### src/rtl/sun2_timer_ctl.sv
// -----------------------------------------------------------------------------
// sun2_timer_ctl
//
// Timer controller for the CPU board. It has three functions:
//   * Refresh: divides the `ce` timebase by REFRESH_DIV and queues refresh
//     requests in a saturating pending counter (0..PEND_MAX). A request that
//     arrives while the queue is full sets a sticky overflow flag.
//   * Bus timeout: flags a bus error when an address strobe stays active for
//     TIMEOUT_CYC `ce` ticks, or when an external timeout arrives during it.
//   * Watchdog (optional): asserts `init` for INIT_LEN clocks after the CPU
//     has been halted for WDOG_CYC `ce` ticks without another bus master.
//
// Build option:
//   SUN2_TIMER_WDOG_EN - define to build the watchdog. When undefined, `init`
//                        simply follows `reset` one edge late, and `halt` and
//                        `sysb` are ignored.
//
// Ports:
//   CLK    in   system clock, all logic on the rising edge
//   reset  in   synchronous active-high reset
//   ce     in   timebase enable; counters advance only when high
//   ren    in   refresh grant, one pulse consumes one pending request
//   as     in   address strobe active (active-high)
//   tin    in   external timeout, qualified by `as`
//   halt   in   CPU halted
//   sysb   in   bus owned by another master, suppresses the watchdog
//   rreq   out  refresh request, high while `pend` is non-zero
//   pend   out  pending refresh count, 0..PEND_MAX
//   rovf   out  sticky refresh overflow
//   berr   out  bus timeout / bus error
//   init   out  board init / reset-out
// -----------------------------------------------------------------------------
module sun2_timer_ctl #(
  parameter int REFRESH_DIV = 64,
  parameter int PEND_MAX    = 4,
  parameter int TIMEOUT_CYC = 32,
  parameter int WDOG_CYC    = 128,
  parameter int INIT_LEN    = 16
) (
  input  logic       CLK,
  input  logic       reset,
  input  logic       ce,
  input  logic       ren,
  input  logic       as,
  input  logic       tin,
  input  logic       halt,
  input  logic       sysb,
  output logic       rreq,
  output logic [3:0] pend,
  output logic       rovf,
  output logic       berr,
  output logic       init
);

  localparam int RCNT_W = $clog2(REFRESH_DIV);
  localparam int TCNT_W = $clog2(TIMEOUT_CYC + 1);

  localparam logic [RCNT_W-1:0] RCNT_LAST = RCNT_W'(REFRESH_DIV - 1);
  localparam logic [3:0]        PEND_TOP  = 4'(PEND_MAX);
  localparam logic [TCNT_W-1:0] TCNT_LIM  = TCNT_W'(TIMEOUT_CYC);

  typedef enum logic [1:0] {
    ST_IDLE = 2'd0,
    ST_RUN  = 2'd1,
    ST_ERR  = 2'd2
  } t_bus_st;

  // Refresh path
  logic [RCNT_W-1:0] r_rcnt;
  logic [RCNT_W-1:0] w_rcnt_nxt;
  logic [3:0]        r_pend;
  logic [3:0]        w_pend_nxt;
  logic              r_rreq;
  logic              r_rovf;
  logic              w_rovf_nxt;
  logic              w_tick;

  // Bus timeout path
  t_bus_st           r_st;
  t_bus_st           w_st_nxt;
  logic [TCNT_W-1:0] r_tcnt;
  logic [TCNT_W-1:0] w_tcnt_nxt;
  logic              w_tmo;
  logic              r_berr;

  // Watchdog fire strobe; tied low when the watchdog is not built
  logic              w_fire;
  logic              r_init;

  // ---------------------------------------------------------------------------
  // Refresh divider and pending-request queue
  // ---------------------------------------------------------------------------
  always_comb begin
    w_tick     = ce && (r_rcnt == RCNT_LAST);
    w_rcnt_nxt = r_rcnt;
    w_pend_nxt = r_pend;
    w_rovf_nxt = r_rovf;

    if (ce) begin
      w_rcnt_nxt = w_tick ? '0 : r_rcnt + 1'b1;
    end

    // A tick and a grant in the same cycle cancel each other out.
    if (w_tick && !ren) begin
      if (r_pend == PEND_TOP) begin
        w_rovf_nxt = 1'b1;
      end else begin
        w_pend_nxt = r_pend + 4'd1;
      end
    end else if (ren && !w_tick && (r_pend != 4'd0)) begin
      w_pend_nxt = r_pend - 4'd1;
    end

    // A watchdog fire restarts the refresh timebase and drops the queue;
    // the overflow flag is left alone, only reset clears it.
    if (w_fire) begin
      w_rcnt_nxt = '0;
      w_pend_nxt = 4'd0;
    end
  end

  always_ff @(posedge CLK) begin
    if (reset) begin
      r_rcnt <= '0;
      r_pend <= 4'd0;
      r_rreq <= 1'b0;
      r_rovf <= 1'b0;
    end else begin
      r_rcnt <= w_rcnt_nxt;
      r_pend <= w_pend_nxt;
      r_rreq <= (w_pend_nxt != 4'd0);
      r_rovf <= w_rovf_nxt;
    end
  end

  // ---------------------------------------------------------------------------
  // Bus timeout FSM
  // ---------------------------------------------------------------------------
  // The tick counter runs on every cycle the strobe is active, including the
  // cycle it first appears, so the error lands on the edge of the
  // TIMEOUT_CYC-th tick. The counter saturates so ERR can hold indefinitely.
  always_comb begin
    w_tcnt_nxt = '0;
    if (as) begin
      w_tcnt_nxt = r_tcnt;
      if (ce && (r_tcnt != TCNT_LIM)) begin
        w_tcnt_nxt = r_tcnt + 1'b1;
      end
    end
    w_tmo = tin || (w_tcnt_nxt == TCNT_LIM);

    w_st_nxt = r_st;
    case (r_st)
      ST_IDLE, ST_RUN: begin
        if (!as) begin
          w_st_nxt = ST_IDLE;
        end else if (w_tmo) begin
          w_st_nxt = ST_ERR;
        end else begin
          w_st_nxt = ST_RUN;
        end
      end
      ST_ERR: begin
        w_st_nxt = as ? ST_ERR : ST_IDLE;
      end
      default: begin
        w_st_nxt = ST_IDLE;
      end
    endcase
  end

  always_ff @(posedge CLK) begin
    if (reset) begin
      r_st   <= ST_IDLE;
      r_tcnt <= '0;
      r_berr <= 1'b0;
    end else begin
      r_st   <= w_st_nxt;
      r_tcnt <= w_tcnt_nxt;
      r_berr <= (w_st_nxt == ST_ERR);
    end
  end

  // ---------------------------------------------------------------------------
  // Watchdog and init stretch
  // ---------------------------------------------------------------------------
`ifdef SUN2_TIMER_WDOG_EN
  localparam int WCNT_W = $clog2(WDOG_CYC + 1);
  localparam int SCNT_W = $clog2(INIT_LEN + 1);

  localparam logic [WCNT_W-1:0] WCNT_LIM  = WCNT_W'(WDOG_CYC);
  localparam logic [SCNT_W-1:0] SCNT_LOAD = SCNT_W'(INIT_LEN - 1);

  logic [WCNT_W-1:0] r_wcnt;
  logic [WCNT_W-1:0] w_wcnt_nxt;
  logic [SCNT_W-1:0] r_scnt;

  // The halt counter restarts from zero on the fire edge, so a CPU that
  // stays halted fires again WDOG_CYC ticks later and reloads the stretch.
  always_comb begin
    w_fire     = 1'b0;
    w_wcnt_nxt = '0;
    if (halt && !sysb) begin
      w_wcnt_nxt = ce ? r_wcnt + 1'b1 : r_wcnt;
      if (w_wcnt_nxt == WCNT_LIM) begin
        w_fire     = 1'b1;
        w_wcnt_nxt = '0;
      end
    end
  end

  // r_scnt holds the number of init cycles still owed after the current one.
  always_ff @(posedge CLK) begin
    if (reset) begin
      r_wcnt <= '0;
      r_scnt <= '0;
      r_init <= 1'b1;
    end else begin
      r_wcnt <= w_wcnt_nxt;
      if (w_fire) begin
        r_scnt <= SCNT_LOAD;
        r_init <= 1'b1;
      end else begin
        r_init <= (r_scnt != '0);
        if (r_scnt != '0) begin
          r_scnt <= r_scnt - 1'b1;
        end
      end
    end
  end
`else
  logic w_unused_wdog;

  assign w_fire        = 1'b0;
  assign w_unused_wdog = &{1'b0, halt, sysb};

  // Without the watchdog, init is just reset delayed by one edge.
  always_ff @(posedge CLK) begin
    r_init <= reset;
  end
`endif

  assign rreq = r_rreq;
  assign pend = r_pend;
  assign rovf = r_rovf;
  assign berr = r_berr;
  assign init = r_init;

endmodule
### config.mk
export PLATFORM = sky130hd
export DESIGN_NAME = sun2_timer_ctl
export DESIGN_NICKNAME = d
export VERILOG_FILES = /design/src/rtl/sun2_timer_ctl.sv
export SDC_FILE = /design/constraint.sdc
export NUM_CORES = 1
export LEC_CHECK = 0
export CAP_MARGIN = 5
export CORE_MARGIN = 2
export CORE_UTILIZATION = 40
export CTS_CLUSTER_SIZE = 24
export DETAILED_ROUTE_END_ITERATION = 7
export HOLD_SLACK_MARGIN = 0.08
export SETUP_SLACK_MARGIN = 0.1
export SYNTH_ARGS = -nofsm -noshare
export SYNTH_HDL_FRONTEND = slang
export SYNTH_SLANG_ARGS = --single-unit
### constraint.sdc
create_clock -name CLK -period 2.5 [get_ports CLK]
set_input_delay 0.5 -clock CLK [delete_from_list [all_inputs] [get_ports CLK]]
set_output_delay 0.5 -clock CLK [all_outputs]
set_load 0.05 [all_outputs]
Word level (Yosys, flattened, before mapping)
Cells that the tools add are included.
{ "classes": {"n_addsub": 4, "eq_ne": 7, "muxes": 10, "n_reduce_logical": 13} }
{ "ops": {"columns": ["op", "n"], "rows": [
  ["$mux 6", 3],
  ["$add 6x1->6 const B", 2],
  ["$eq 6x6->1 const B", 2],
  ["$mux 4", 3],
  ["$reduce_bool 4->1", 2],
  ["$mux 2", 3],
  ["$ne 6x6->1 const B", 1],
  ["$logic_and 1x1->1", 5],
  ["$add 4x1->4 const B", 1],
  ["$eq 2x2->1 const B", 2],
  ["$eq 4x3->1 const B", 1],
  ["$pmux 2 s2", 1],
  ["$sub 4x1->4 const B", 1],
  ["$eq 2x1->1 const B", 1],
  ["$logic_not 1->1", 2],
  ["$logic_not 2->1", 1],
  ["$reduce_and 2->1", 1],
  ["$reduce_or 2->1", 1],
  ["$logic_or 1x1->1", 1]
]} }
{ "word_totals": {"reg_bits": 22, "inputBits": 8, "elab_cells": 42} }

Depth between registers and ports, before layout
{ "depth": {"ltp_word": 10, "ltp_mapped": 7} }

Worst setup path after synthesis
Ideal clock, no wire load.
{ "synth_path": {"path_type": "reg2reg", "start": "register r_pend[0] (netlist: pend[0])", "end": "register r_rreq (netlist: rreq)", "t_arrival_ns": 1.900, "setup_slack_ns": 0.464, "path_stages_with_launch": 8, "path_buffers": 0, "path_cell_list": "dfxtp_1 inv_1 ha_1 nor3b_1 a41oi_1 a22oi_1 xnor2_1 a41oi_2"} }
{ "synth_between": {"elab_chain_len": 5} }
{ "synth_lines": {"columns": ["item", "line", "rtl"], "rows": [
  ["start, declared", "71", "logic [3:0] r_pend;"],
  ["start signal, assigned", "130", "r_pend <= w_pend_nxt;"],
  ["branches (longest 3 deep; another with $sub 4x1->4)", null, null],
  ["$mux 4 (*)", "104", "if (w_tick && !ren) begin"],
  ["$reduce_bool 4->1 (*)", "131", "r_rreq <= (w_pend_nxt != 4'd0);"],
  ["end signal, assigned", "131", null],
  ["end, declared", "73", "logic r_rreq;"]
]} }
Every way passes the cells marked *.
A chain may end at the register's enable or synchronous reset.

Worst setup path in the final report
{ "layout_path": {"start": "register r_pend[2] (netlist: pend[2])", "end": "output port pend[2]"} }
{ "layout_rtl": {"columns": ["item", "line", "rtl"], "rows": [
  ["end, declared", "49", "output logic [3:0] pend,"]
]} }
No word-level cell between the ends.

==> impl_results.md <==
* Status: complete, no violations
* Cells after DPL at 160
* Fin nets at 148
* Setup Fix Bufs, Post-CTS at 0
* DR pass1 iterations at 3
* Relative slew slack at 66.9%
* Setup crit end: pend[2]
* TritonCTS Sinks at 22
* Area delta synth->final at 17.4%
* Share of layout cells above drive strength 1 at 9.77%
* Initial Utilization at 43.0%
* Slowest-stage cell, CP: clkdlybuf4s50_1
* Syn Inst Count at 117
* Element type at the critical path end: output pin
* Cell family with most CP delay: buffers and inverters
* Post-synthesis net count at 130
* Most frequent cell after synthesis: dfxtp_1
* Iter 0 DRT Violations at 23
* Bufs and invs on worst path at 1
* Setup TNS at 0 ns
* Detailed Place HPWL at 1.51 mm
* Filler instances at 243
* Clock skew at 0.0120 ns
* Max Freq at 470 MHz
* Critical path, cell by cell: clkdlybuf4s50_1
* Cts-stage hold buffer count at 0
* Detailed Route WL at 1.94 mm
* Top cells by area, synth: dfxtp_1 40%, nor2_1 6.9%, ha_1 5.7%
* Warnings, synthesis at 0
* Post-Syn Area at 0.00109 mm2
* Standard-cell rows at 18
* Vias in the first global route at 715
* Reg clk slew, reported paths at 0.12 ns
* Syn_area_per_cell at 9.35 um2
* RR Endpoint: rreq
* Post-synth EDFFs at 0
* Post-layout minimum cycle time at 2.13 ns
* Worst slew pin tran at 0.494 ns
* Average via count per standard cell at 5.25
* R2R setup slack at 0.55 ns
* Root buf cell: clkbuf_4
* Initial antenna violation count at 0
* Slowest stage delay, CP at 0.85 ns
* Routed wire length per instance at 11.9 um
* CP startpoint kind: flop
* Vias at 855
* Synth top area share at 40.3%
* Final Setup Violations at 0
* Post-placement worst setup slack at 0.113 ns
* CTS Buf Count at 3
* Sequential cell area at 440 um2
* Async SR Flop Fraction at 0%
* CP Data Required Time at 2.00 ns
* Fin crit share at 85.1%
* Final hold vios at 0
* Sequential share of the synthesized area at 40.3%
* Gpl congestion at 0.726
* RSZ-0062 raised after global routing: false
* CP Class: reg2out
* I/O Pins at 16
* Arr. time, crit path at 1.63 ns
* Startpoint of the worst register-to-register path: r_rcnt[0]
* Hold path depth at 1
* CTS tree: done
* Worst Path Max Fanout at 7
* Grt total ovfl at 0
* Max-cap violations at 0
* Leak at 0.479 nW
* First-pass GRT wire length at 3.19 mm
* Distinct cells, synth at 35
* Antenna cell count at 0
* FF+latch count, synth at 22
* DIE HEIGHT at 56.3 um
* Final core utilization at 50.4%
* Setup ws final at 0.372 ns
* Footprint of the multi-input gates at 604 um2
* Core area at 0.00254 mm2
* Die area at 0.00317 mm2
* Clock latency on the worst-skew pair at 0.31 ns
* Biggest area consumer among synthesized cells: dfxtp_1
* Peak supply drop at 637 uV
* Worst hold slack at 0.469 ns
* I/O Buffers at 13
* Cell count of the worst reg-to-reg path at 6
* Layout Cells excl Fill at 163
* Worst Hold Class: reg2reg
* Crit path launch: pend[2]
* Post-synth top cells: 22 x dfxtp_1, 20 x nor2_1, 9 x nand2_1
* Slew Viols, Final at 0
* GRT Total Usage at 13.1%
* Pin count of the biggest net entering global routing at 16
* Bufs on Longest Clock Path at 2
* Die X at 56.3 um
* Post-route ant nets at 0
* Residual DRC at 0
* H-tree depth at 1
* CP Depth at 1
* Main synth FF type: dfxtp_1
* CTS resizes at 0
* Power Dens Cells at 764 mW/mm2
==> how the worst min path moves through the flow <==
stage	from	slack [ns]	endpoint
after floorplan	r_st[0]	0.43	berr
after global placement	r_st[0]	0.44	r_st[1]
after detailed placement	r_st[0]	0.45	r_st[1]
after CTS	r_st[0]	0.47	r_st[1]
after global routing	r_st[0]	0.50	r_st[1]
final	r_st[0]	0.47	r_st[1]
==> per-layer routing <==
layer	part of all wire [%]	wire length [um]	up-vias	GRT usage [%]
met5	0	0	-	0
met4	1.4	28	0	4.08
met3	4.1	80	5	5.30
met2	43	843	11	19.7
met1	51	988	391	17.1
li1	-	-	448	-
==> sequential cells by signal, indices dropped and copies added, names as in the netlist <==
signal / flops
berr: 1
r_st: 2
pend: 4
r_tcnt: 6
rreq: 1
init: 1
rovf: 1
r_rcnt: 6
==> power breakdown <==
| group | total [mW] | leakage [nW] | internal [mW] | switching, mW |
|---|---|---|---|---|
| logic | 0.406 | 0.286 | 0.170 | 0.237 |
| clock network | 0.158 | 0.0138 | 0.0563 | 0.102 |
| registers | 0.416 | 0.179 | 0.383 | 0.0331 |
==> logic make-up after synthesis <==
| kind of cell | Yosys count | share of synthesized area, % |
|---|---|---|
| compound gates | 15 | 11.0 |
| xor+xnor | 9 | 7.21 |
| fa+ha+maj | 5 | 5.72 |
| buf+inv | 9 | 4.46 |
| flops | 22 | 40.3 |
| mux | 8 | 8.58 |
| simple gates | 49 | 22.8 |
==> through the flow <==
| step | cell area [um2] | total power, mW |
|---|---|---|
| 6_report | 1280 | 0.981 |
| 5_1_grt | 1280 | 1.05 |
| 4_1_cts | 1280 | 0.995 |
| 3_5_place_dp | 1260 | 0.833 |
| 3_3_place_gp | 1260 | 0.827 |
| 2_1_floorplan | 1090 | 0.720 |
==> cell usage in the layout (no fill, tap or decap) <==
master,synthesis,layout
dfxtp_1,22,22
nor2_1,20,20
clkdlybuf4s50_1,0,13
nand2_1,9,9
mux2i_1,6,6
inv_1,5,5
xor2_1,5,5
ha_1,5,5
nand4_1,4,4
xnor2_1,4,4
buf_4,0,4
nor3_1,3,3
a21oi_1,3,3
clkbuf_4,0,3
a41oi_1,2,2
nor2b_1,2,2
a22oi_1,2,2
nor4b_1,2,2
a221oi_1,2,2
and3_4,1,1
and4_4,1,1
or4_1,1,1
mux2_2,1,1
nor3b_1,1,1
nand3_1,1,1
and2_1,1,1
mux4_2,1,1
a41oi_2,1,1
a21boi_2,1,1
a21boi_0,1,1
o22ai_1,1,1
o2111ai_1,1,1
nand2b_1,1,1
o21ai_0,1,1
or3_1,1,1
and3b_1,1,1
==> final cells by class <==
cell class | count | share of cell area (%)
Sequential cell | 22 | 34.3
Timing Repair Buffer | 17 | 12.5
Inverter | 5 | 1.46
Tap cell | 30 | 2.92
Multi-Input combinational cell | 86 | 47.1
Clock buffer | 3 | 1.75
Power figures use the tool's default switching activity.
